`config.mk`:
```
export PLATFORM = sky130hd
export DESIGN_NAME = register_bist
export DESIGN_NICKNAME = d
export VERILOG_FILES = /design/src/rtl/register_bist.sv
export SDC_FILE = /design/constraint.sdc
export NUM_CORES = 1
export LEC_CHECK = 0
export ABC_AREA = 0
export CAP_MARGIN = 10
export CORE_MARGIN = 2
export CORE_UTILIZATION = 53
export DETAILED_ROUTE_END_ITERATION = 7
export PLACE_DENSITY = 0.79
export SYNTH_ARGS = -nofsm -noshare
export SYNTH_HDL_FRONTEND = slang
export SYNTH_SLANG_ARGS = --single-unit
```
`constraint.sdc`:
```
create_clock -name clk -period 3.9 [get_ports clk]
set_input_delay 0.39 -clock clk [delete_from_list [all_inputs] [get_ports clk]]
set_output_delay 0.39 -clock clk [all_outputs]
set_load 0.01 [all_outputs]
```
`src/rtl/register_bist.sv`:
```
// ---------------------------------------------------------------------------
// register_bist
//
// A 4-bit storage register with a built-in self-test engine. In functional
// mode the register simply captures d_in on every clock edge. While bist_on
// is high, the engine walks an 8-entry pattern table. For each pattern it
// writes the pattern into the register, then reads it back and compares.
// Any mismatch sets a sticky fail flag. After the last pattern the result is
// published on pass and bist_done, and both are held until the next run
// starts or reset is asserted.
//
// inj_sa0 is a test-only hook. Each set bit forces the matching register
// bit to 0 on every load, so the self-test can be shown to catch a
// stuck-at-0 fault. Tie it to zero in normal use.
//
// Ports:
//   clk        in   1  rising-edge clock for all state
//   rst_n      in   1  asynchronous, active-low reset
//   d_in       in   4  functional write data
//   bist_on    in   1  1 = run/hold self-test, 0 = functional mode
//   inj_sa0    in   4  stuck-at-0 fault injection mask
//   d_out      out  4  current register contents (registered)
//   pass       out  1  last completed self-test found no mismatch
//   bist_done  out  1  a self-test has completed, pass is valid
// ---------------------------------------------------------------------------
module register_bist (
  input  logic       clk,
  input  logic       rst_n,
  input  logic [3:0] d_in,
  input  logic       bist_on,
  input  logic [3:0] inj_sa0,
  output logic [3:0] d_out,
  output logic       pass,
  output logic       bist_done
);

  // Self-test sequencer states. Each pattern takes one WRITE edge and one
  // CHECK edge. With the single IDLE start edge, a full run is 1 + 8*2 = 17
  // edges long.
  typedef enum logic [1:0] {
    IDLE  = 2'd0,
    WRITE = 2'd1,
    CHECK = 2'd2,
    DONE  = 2'd3
  } bistState_t;

  bistState_t r_state;
  logic [2:0] r_idx;
  logic       r_failSticky;
  logic [3:0] r_data;
  logic       r_pass;
  logic       r_done;

  bistState_t w_stateNext;
  logic [2:0] w_idxNext;
  logic       w_failNext;
  logic       w_loadEn;
  logic [3:0] w_loadData;
  logic [3:0] w_dataNext;
  logic       w_passNext;
  logic       w_doneNext;
  logic [3:0] w_pattern;
  logic       w_mismatch;

  // Pattern table. It starts with all-zeros and all-ones, then two
  // checkerboards, then a walking one. Together these exercise every bit in
  // both polarities and catch adjacent-bit coupling.
  function automatic logic [3:0] patternAt(input logic [2:0] idx);
    logic [3:0] pat;
    case (idx)
      3'd0:    pat = 4'h0;
      3'd1:    pat = 4'hF;
      3'd2:    pat = 4'h5;
      3'd3:    pat = 4'hA;
      3'd4:    pat = 4'h1;
      3'd5:    pat = 4'h2;
      3'd6:    pat = 4'h4;
      default: pat = 4'h8;
    endcase
    return pat;
  endfunction

  // The current pattern and the read-back comparison are shared by the
  // WRITE state (which loads the pattern) and the CHECK state (which
  // compares the register against it).
  always_comb begin
    w_pattern  = patternAt(r_idx);
    w_mismatch = (r_data != w_pattern);
  end

  // Next-state and next-value logic for the sequencer and the register.
  // Every target starts at "hold", and each branch overrides only what it
  // changes.
  //
  // Dropping bist_on always wins. It forces a functional load and a return
  // to IDLE. If a run was in progress, the partial result is discarded.
  // If the run had finished, pass and bist_done are kept so software can
  // read them after leaving test mode.
  always_comb begin
    w_stateNext = r_state;
    w_idxNext   = r_idx;
    w_failNext  = r_failSticky;
    w_loadEn    = 1'b0;
    w_loadData  = r_data;
    w_passNext  = r_pass;
    w_doneNext  = r_done;

    if (!bist_on) begin
      w_stateNext = IDLE;
      w_loadEn    = 1'b1;
      w_loadData  = d_in;
      if ((r_state == WRITE) || (r_state == CHECK)) begin
        w_passNext = 1'b0;
        w_doneNext = 1'b0;
      end
    end else begin
      case (r_state)
        IDLE: begin
          w_passNext  = 1'b0;
          w_doneNext  = 1'b0;
          w_failNext  = 1'b0;
          w_idxNext   = 3'd0;
          w_stateNext = WRITE;
        end
        WRITE: begin
          w_loadEn    = 1'b1;
          w_loadData  = w_pattern;
          w_stateNext = CHECK;
        end
        CHECK: begin
          w_failNext = r_failSticky | w_mismatch;
          if (r_idx == 3'd7) begin
            w_stateNext = DONE;
            w_doneNext  = 1'b1;
            w_passNext  = ~w_failNext;
          end else begin
            w_idxNext   = r_idx + 3'd1;
            w_stateNext = WRITE;
          end
        end
        DONE: begin
          w_stateNext = DONE;
        end
        default: begin
          w_stateNext = IDLE;
        end
      endcase
    end
  end

  // The stuck-at-0 mask is applied on the load path itself. That way a
  // functional write and a pattern write see exactly the same fault.
  always_comb begin
    w_dataNext = w_loadEn ? (w_loadData & ~inj_sa0) : r_data;
  end

  // State register for the sequencer, the storage register and the result
  // flags. Reset is asynchronous, so the outputs clear as soon as rst_n
  // falls, without waiting for a clock edge.
  always_ff @(posedge clk or negedge rst_n) begin
    if (!rst_n) begin
      r_state      <= IDLE;
      r_idx        <= 3'd0;
      r_failSticky <= 1'b0;
      r_data       <= 4'h0;
      r_pass       <= 1'b0;
      r_done       <= 1'b0;
    end else begin
      r_state      <= w_stateNext;
      r_idx        <= w_idxNext;
      r_failSticky <= w_failNext;
      r_data       <= w_dataNext;
      r_pass       <= w_passNext;
      r_done       <= w_doneNext;
    end
  end

  // All outputs come straight from flops.
  assign d_out     = r_data;
  assign pass      = r_pass;
  assign bist_done = r_done;

endmodule

```
==> flow_metrics.tcl, run 1 <==
set metrics [dict create \
    track_usage_pct 21.98 \
    htreeDepth 1 \
    slew_headroom_pct 60.55 \
    ir_drop_uv 222.2 \
    crit_family "simple AND/OR/NAND/NOR gates" \
    cts_tree "yes" \
    die_h_um 43.86 \
    pin_count 17 \
    dr.pass1.iters 4 \
    setup_viol 0 \
    power_switching_share_pct 33.44 \
    yosys_warnings 0 \
    fin_skew_ns 0.001298 \
    syn_area_um2 842.1 \
    grt_max_degree 13 \
    antenna_found_initial 0 \
    hold_class "input port to async pin" \
    grt_pass1_vias 732 \
    clock-sinks 12 \
    seqPwrFrac_pct 43.2 \
    clockBufferDepth 2 \
    grt_pass1_wl_um 3153 \
    synth.distinct_cells 33 \
    layout-area-overhead-vs-synth_pct 22.73 \
    vias 732 \
    worst_pin_slew_ns 0.5898 \
    avgRoutedWirePerCell_um 13.95 \
    numCtsBuffers 3 \
    dieArea_um2 1924 \
    drc_errors 0 \
    postCtsSetupRepairBufs 0 \
    status "completed" \
    p_leak_nw 0.4497 \
    gp_congestion 0.8928 \
    final_max_slew_viol_count 0 \
    power.density_nw_per_um2 337.9 \
    startpoint_type "flop" \
    min_period_ns 2.124 \
    setup.worst_path.end_class "flop" \
    port_buffers 16 \
    diodes 0 \
    fin_setup_tns_ns 0 \
    nets 135 \
    core_um2 1506 \
    ant_nets 0 \
    syn_nets 116 \
    rows 14 \
    ys_seq_area_share_pct 35.66 \
    maxCapViolations 0 \
    cp_slowest_cell "or4_1" \
    path_max_fanout 7 \
    clk_latency_ns 0.27 \
    layout_worst_path_cycle_share_pct 54.46 \
    rsz0062_at_grt "false" \
    drive_above_1_share_pct 7.080 \
    initial_core_util_pct 55.90 \
    critPathMaxStageDelay_ns 0.57 \
    switchingPower_mw 0.1168 \
    wl_um 1799 \
    internal_power_mw 0.2324 \
    dp_hpwl_um 1364 \
    fmax_ghz 0.4709 \
    required_ns 4.06 \
    cts-hold-fix-buffers 0 \
    p_clk_share_pct 22.2 \
    postLayoutCoreUtil_pct 68.60 \
    synth.avg_cell_area_um2 8.771 \
    via_per_inst 5.674 \
    postCtsResizedCells 0 \
    ys_ff_latch 12 \
    critPathKind "flop to flop" \
    grt_overflow 0 \
    hold_violations 0 \
    synth_cells 96 \
    die_w_um 43.86 \
    root_buffer "clkbuf_4" \
    crit_buf_inv 1 \
    clkTransAtPathRegs_ns 0.08 \
    crit_arrival_ns 2.29 \
    pwr-share-comb_pct 34.6 \
    first_iter_violations 20 \
    path_cells "inv_1 > ha_1 > or2_0 > a21oi_1 > o221ai_1 > or4_1 > a31o_1" \
]
sequential cells by signal, indices dropped and copies added, names as in the netlist:
signal,cells
d_out,4
r_idx,3
r_state,2
bist_done,1
pass,1
r_failSticky,1
Yosys cell counts:
cell type,count,area [um^2]
nand4_1,1,6.260
a31oi_1,1,6.260
clkbuf_1,1,3.750
o32ai_1,1,8.760
nor2b_1,4,25.02
a22o_1,3,26.28
o22ai_1,2,12.51
inv_2,1,3.750
inv_1,7,26.28
or2_0,1,6.260
o21ai_1,2,10.01
nand2b_1,1,6.260
a21oi_1,6,30.03
a31o_1,1,8.760
nor2_1,7,26.28
ha_1,9,112.6
o221ai_1,1,8.760
xnor2_1,1,8.760
nand2b_2,1,8.760
nand3_1,2,10.01
mux2i_1,3,30.03
nor2b_2,1,8.760
o211ai_2,1,12.51
o21ai_0,8,40.04
nor3b_1,1,7.510
nor3_1,1,5.000
nand2_1,10,37.54
dfrtp_1,12,300.3
o211ai_1,1,7.510
buf_4,1,7.510
or4_1,2,15.01
clkinv_1,1,3.750
mux2_2,1,11.26
per-layer routing:
| layer | vias up | wire, um | GRT usage [%] |
|---|---|---|---|
| li1 | 376 | - | - |
| met1 | 336 | 877 | 28.68 |
| met2 | 16 | 832 | 35.88 |
| met3 | 4 | 60 | 2.917 |
| met4 | 0 | 29 | 10.30 |
| met5 | - | 0 | 0 |
kinds of logic after synthesis:
family | count (synthesis) | share of synthesized area, %
compound gates | 27 | 20.36
xor+xnor | 1 | 1.040
fa+ha+maj | 9 | 13.37
buf+inv | 11 | 5.349
flops | 12 | 35.66
mux | 4 | 4.903
simple gates | 32 | 19.32
worst paths after layout:
| path | start | to | slack [ns] | cells past startpoint |
|---|---|---|---|---|
| max in group asynchronous | rst_n | d_out[3] | 3.03 | 1 |
| worst min-delay path | rst_n | r_state[1] | 0.49 | 1 |
| worst max register to register | r_idx[1] | r_failSticky | 1.78 | 7 |
| worst min register to register | bist_done | bist_done | 0.49 | 2 |
| worst max-delay path | r_idx[1] | r_failSticky | 1.78 | 7 |
| min in group clk | bist_done | bist_done | 0.49 | 2 |
power by group through the flow:
stage                     logic, mW  registers [mW]  clock network (mW)
after floorplan              0.0767           0.153                   0
after detailed placement      0.119           0.153                   0
after global placement        0.118           0.152                   0
after global routing          0.136           0.153              0.0827
final                         0.121           0.151              0.0775
after CTS                     0.120           0.151              0.0802
area by class of cell:
class                   count  area, um^2
fillers                   125       473.0
clock buffers               3       22.52
flip-flops and latches     12       300.3
well taps                  16       20.02
repair buffers             16       160.2
multi-input cells          73       496.7
inverters                   9       33.78
cell usage in the layout (no fill, tap or decap):
cell type        count
nand2_1             10
o21ai_1              2
nand2b_1             1
o22ai_1              2
o211ai_1             1
a21oi_1              6
xnor2_1              1
inv_2                1
a31o_1               1
ha_1                 9
clkinv_1             1
nor3b_1              1
nor2b_1              4
dfrtp_1             12
nor3_1               1
o32ai_1              1
or2_0                1
clkbuf_4             3
nor2b_2              1
nand4_1              1
clkdlybuf4s50_1     16
o221ai_1             1
or4_1                2
inv_1                7
nand3_1              2
o211ai_2             1
nor2_1               7
a31oi_1              1
o21ai_0              8
nand2b_2             1
mux2i_1              3
mux2_2               1
a22o_1               3
worst register-to-register path, stage by stage (launching register included):
cell      delay [ns]
dfrtp_1         0.40
inv_1           0.09
ha_1            0.25
or2_0           0.22
a21oi_1         0.14
o221ai_1        0.11
or4_1           0.57
a31o_1          0.24
through the flow:
step	hold slack (ns)	power [mW]	instances	setup WS, ns	cell area, um^2
5_1_grt	0.5138	0.3715	129	1.671	1033
2_1_floorplan	0.09441	0.2297	96	1.926	842.1
3_3_place_gp	0.4653	0.2703	126	1.857	1011
6_report	0.4893	0.3492	129	1.776	1033
3_5_place_dp	0.4707	0.2727	126	1.809	1011
4_1_cts	0.4963	0.3512	129	1.785	1033
Note: power is estimated with default switching activity, not from simulation.
==> run 2, diff against run 1 <==
CORE_UTILIZATION = 45   (was 53)
PLACE_DENSITY = 0.71   (was 0.79)
clock period = 1.8 ns   (was 3.9 ns; I/O delays follow)
==> flow_metrics.tcl, run 2 (same netlist as run 1, synthesis figures left out) <==
set metrics [dict create \
    status "complete, but fails checks" \
    violations "negative setup slack" \
    vias 775 \
    dr.pass1.iters 4 \
    placedInstanceArea_um2 1151 \
    power.density_nw_per_um2 757.2 \
    avgRoutedWirePerCell_um 13.24 \
    worst_pin_slew_ns 0.5666 \
    setup.worst_path.end_class "flop" \
    drive_above_1_share_pct 25.98 \
    port_buffers 16 \
    ant_nets 0 \
    cts_tree "yes" \
    wl_um 2013 \
    layout-area-overhead-vs-synth_pct 46.06 \
    hold_violations 0 \
    die_h_um 47.26 \
    diodes 0 \
    dp_hpwl_um 1496 \
    placedCellCount 146 \
    cts-hold-fix-buffers 0 \
    fin_skew_ns 0.008218 \
    crit_family "simple AND/OR/NAND/NOR gates" \
    maxCapViolations 0 \
    multi_input_area_um2 565.5 \
    clk_latency_ns 0.28 \
    grt_pass1_vias 707 \
    die_w_um 47.26 \
    setup_viol 2 \
    postLayoutCoreUtil_pct 70.47 \
    via_per_inst 5.099 \
    root_buffer "clkbuf_4" \
    crit_buf_inv 1 \
    antenna_found_initial 0 \
    htreeDepth 1 \
    cp_slowest_cell "or4_4" \
    clock-sinks 12 \
    path_cells "inv_2 > ha_4 > or2_0 > a21oi_1 > o221ai_2 > or4_4 > a31o_1" \
    grt_max_degree 13 \
    first_iter_violations 18 \
    seq_area_um2 302.8 \
    pin_count 17 \
    required_ns 1.97 \
    clockBufferDepth 2 \
    p_leak_nw 0.5233 \
    grt_overflow 0 \
    largest_reg_flops 4 \
    worst_slack_ns -0.1566 \
    fin_setup_tns_ns -0.2144 \
    fin_cells 152 \
    detailedPlace.worstSlack_ns -0.1558 \
    num-fill-cells 133 \
    nets 148 \
    fmax_ghz 0.5111 \
    design_area_um2 1230 \
    rows 15 \
    critPathMaxStageDelay_ns 0.44 \
    track_usage_pct 20.27 \
    startpoint_type "flop" \
    clkTransAtPathRegs_ns 0.09 \
    layout_worst_path_cycle_share_pct 108.7 \
    min_period_ns 1.957 \
    initial_core_util_pct 48.24 \
    rsz0062_at_grt "true" \
    final_max_slew_viol_count 0 \
    critPathKind "flop to flop" \
    crit_arrival_ns 2.13 \
    final_common_cell "clkdlybuf4s50_1" \
    dieArea_um2 2233 \
    numCtsBuffers 3 \
    final_cell_mix "clkdlybuf4s50_1 (16), buf_4 (13), nand2_1 (10), dfrtp_1 (10)" \
    ir_drop_uv 522.8 \
    path_max_fanout 6 \
    gp_congestion 0.9760 \
    drc_errors 0 \
    grt_pass1_wl_um 3111 \
    slew_headroom_pct 62.11 \
    hold_class "input port to async pin" \
    core_um2 1745 \
]
run 2: worst paths after layout:
kind                           start           end  slack (ns)  depth (start not counted)
setup / recovery            r_idx[1]  r_failSticky       -0.16                          7
hold reg to reg            bist_done     bist_done        0.50                          2
setup reg to reg            r_idx[1]  r_failSticky       -0.16                          7
min in group clk             d_in[0]      d_out[0]        0.45                          3
max in group asynchronous      rst_n      r_idx[1]        1.15                          1
hold / removal                 rst_n    r_state[1]        0.25                          1
run 2: layer usage:
layer / global-route usage (%) / share of wire, %
met1: 29.31 / 49
met4: 10.56 / 1.8
met2: 29.46 / 46
met5: 0 / 0
met3: 2.308 / 2.3
run 2: area by class of cell:
cell class	instances	area share, %
timing repair buffer	29	20.96
tap	25	2.543
inverter	9	2.950
sequential	12	24.62
multi-input combinational	73	45.98
clock buffer	4	2.950
run 2: report_power, final:
group	internal, mW	switching [mW]
combinational	0.207	0.162
sequential	0.297	0.0371
clock	0.123	0.105
run 2: what timing repair did:
action	CTS	global route
resized for setup	5	2
endpoints found under the hold margin	0	0
setup endpoints to repair	2	2
pin swaps	2	2
setup buffers	1	1
run 2: per-stage QoR:
step | hold WS, ns | power (mW)
global route | 0.3194 | 0.9820
CTS | 0.2709 | 0.9160
floorplan | -0.1156 | 0.5230
finish | 0.2502 | 0.9313
detailed placement | 0.4685 | 0.6657
global placement | 0.4649 | 0.6619
==> run 3, diff against run 2 <==
ABC_AREA = not set   (was 0)
CORE_ASPECT_RATIO = 0.9   (was not set)
CORE_UTILIZATION = 30   (was 45)
PLACE_DENSITY = 0.5   (was 0.71)
==> flow_metrics.tcl, run 3 (same netlist as run 1, synthesis figures left out) <==
set metrics [dict create \
    clockBufferDepth 2 \
    path_max_fanout 7 \
    gp_congestion 0.7836 \
    cts-hold-fix-buffers 0 \
    worst_pin_slew_ns 0.6041 \
    crit_arrival_ns 2.07 \
    via_per_inst 4.843 \
    layout_worst_path_cycle_share_pct 105.8 \
    die_w_um 59.85 \
    dp_hpwl_um 1715 \
    grt_pass1_wl_um 3622 \
    clk_latency_ns 0.28 \
    status "complete, but fails checks" \
    rsz0062_at_grt "true" \
    final_common_cell "clkdlybuf4s50_1" \
    diodes 0 \
    core_um2 2703 \
    crit_buf_inv 1 \
    drc_errors 0 \
    final_cell_mix "clkdlybuf4s50_1 (16), buf_4 (13), nand2_1 (10), dfrtp_1 (10)" \
    critPathKind "flop to flop" \
    setup_viol 1 \
    clkTransAtPathRegs_ns 0.09 \
    htreeDepth 1 \
    cp_slowest_cell "dfrtp_2" \
    port_buffers 16 \
    numCtsBuffers 3 \
    startpoint_type "flop" \
    vias 770 \
    critPathMaxStageDelay_ns 0.43 \
    num-fill-cells 272 \
    power.density_nw_per_um2 701.0 \
    hold_ws_ns 0.2716 \
    initial_core_util_pct 31.16 \
    wl_um 2153 \
    p_leak_nw 0.5295 \
    postLayoutCoreUtil_pct 46.11 \
    final_max_slew_viol_count 0 \
    worst_slack_ns -0.1049 \
    track_usage_pct 15.47 \
    slew_headroom_pct 59.60 \
    fin_skew_ns 0.01321 \
    violations "negative setup slack" \
    min_period_ns 1.905 \
    dieArea_um2 3247 \
    drive_above_1_share_pct 26.36 \
    finalPower_mw 0.8736 \
    cts_tree "yes" \
    dr.pass1.iters 4 \
    root_buffer "clkbuf_4" \
    crit_family "simple AND/OR/NAND/NOR gates" \
    pin_count 17 \
    fmax_ghz 0.5250 \
    nets 150 \
    hold_class "input port to async pin" \
    clock-sinks 12 \
    grt_max_degree 13 \
    rows 18 \
    grt_pass1_vias 744 \
    ant_nets 0 \
    avgRoutedWirePerCell_um 13.54 \
    layout-area-overhead-vs-synth_pct 47.99 \
    hold_violations 0 \
    required_ns 1.96 \
    path_cells "inv_2 > ha_4 > or2_0 > a21oi_1 > o221ai_1 > or4_4 > a31o_1" \
    die_h_um 54.26 \
    ir_drop_uv 356.2 \
    maxCapViolations 0 \
    largest_reg_flops 4 \
    antenna_found_initial 0 \
    setup.worst_path.end_class "flop" \
    grt_overflow 0 \
    first_iter_violations 17 \
]
[run 3: changes by cell type in the layout (fill, tap and decap cells not counted), sizes merged]
cell  delta
buf      +2
[run 3: timing repair]
action / CTS / global route
endpoints found under the setup margin: 3 / 3
pin swaps: 4 / 3
gates resized for setup: 4 / 5
buffers inserted: 1 / 0
cloned: 0 / 0
[run 3: through the flow]
step	cell area [um^2]	setup slack [ns]	TNS, ns	std cells
final	1246	-0.1049	-0.1049	159
after global routing	1246	-0.1994	-0.3022	159
after CTS	1231	-0.1092	-0.1415	159
after detailed placement	1180	-0.1271	-0.1893	154
after global placement	1180	-0.1088	-0.1329	154
after floorplan	888.4	-0.01589	-0.01589	96
[run 3: final cells by class]
| class | instances | area (um^2) | area share (%) |
|---|---|---|---|
| clock buffer | 4 | 26.28 | 2.108 |
| inverter | 9 | 36.28 | 2.912 |
| multi-input combinational | 73 | 563.0 | 45.18 |
| sequential | 12 | 302.8 | 24.30 |
| tap | 30 | 37.54 | 3.012 |
| timing repair buffer | 31 | 280.3 | 22.49 |
[run 3: worst paths after layout]
path	cells past startpoint	start	slack (ns)	endpoint
worst max-delay path	7	r_idx[1]	-0.10	r_failSticky
worst min-delay path	1	rst_n	0.27	r_idx[2]
worst max register to register	7	r_idx[1]	-0.10	r_failSticky
worst min register to register	2	bist_done	0.50	bist_done
max in group asynchronous	1	rst_n	1.10	r_idx[0]
min in group clk	3	d_in[3]	0.45	d_out[3]
[run 3: metal layers]
layer	wire length [um]	vias to the layer above	global-route usage, %
met3	69	2	4.492
met5	0	-	0
met2	999	11	23.37
met4	10	0	3.333
li1	-	404	-
met1	1074	353	21.88
[run 3: power breakdown]
group	switching, mW	internal [mW]
Combinational	0.156	0.202
Clock	0.0952	0.0860
Sequential	0.0373	0.297
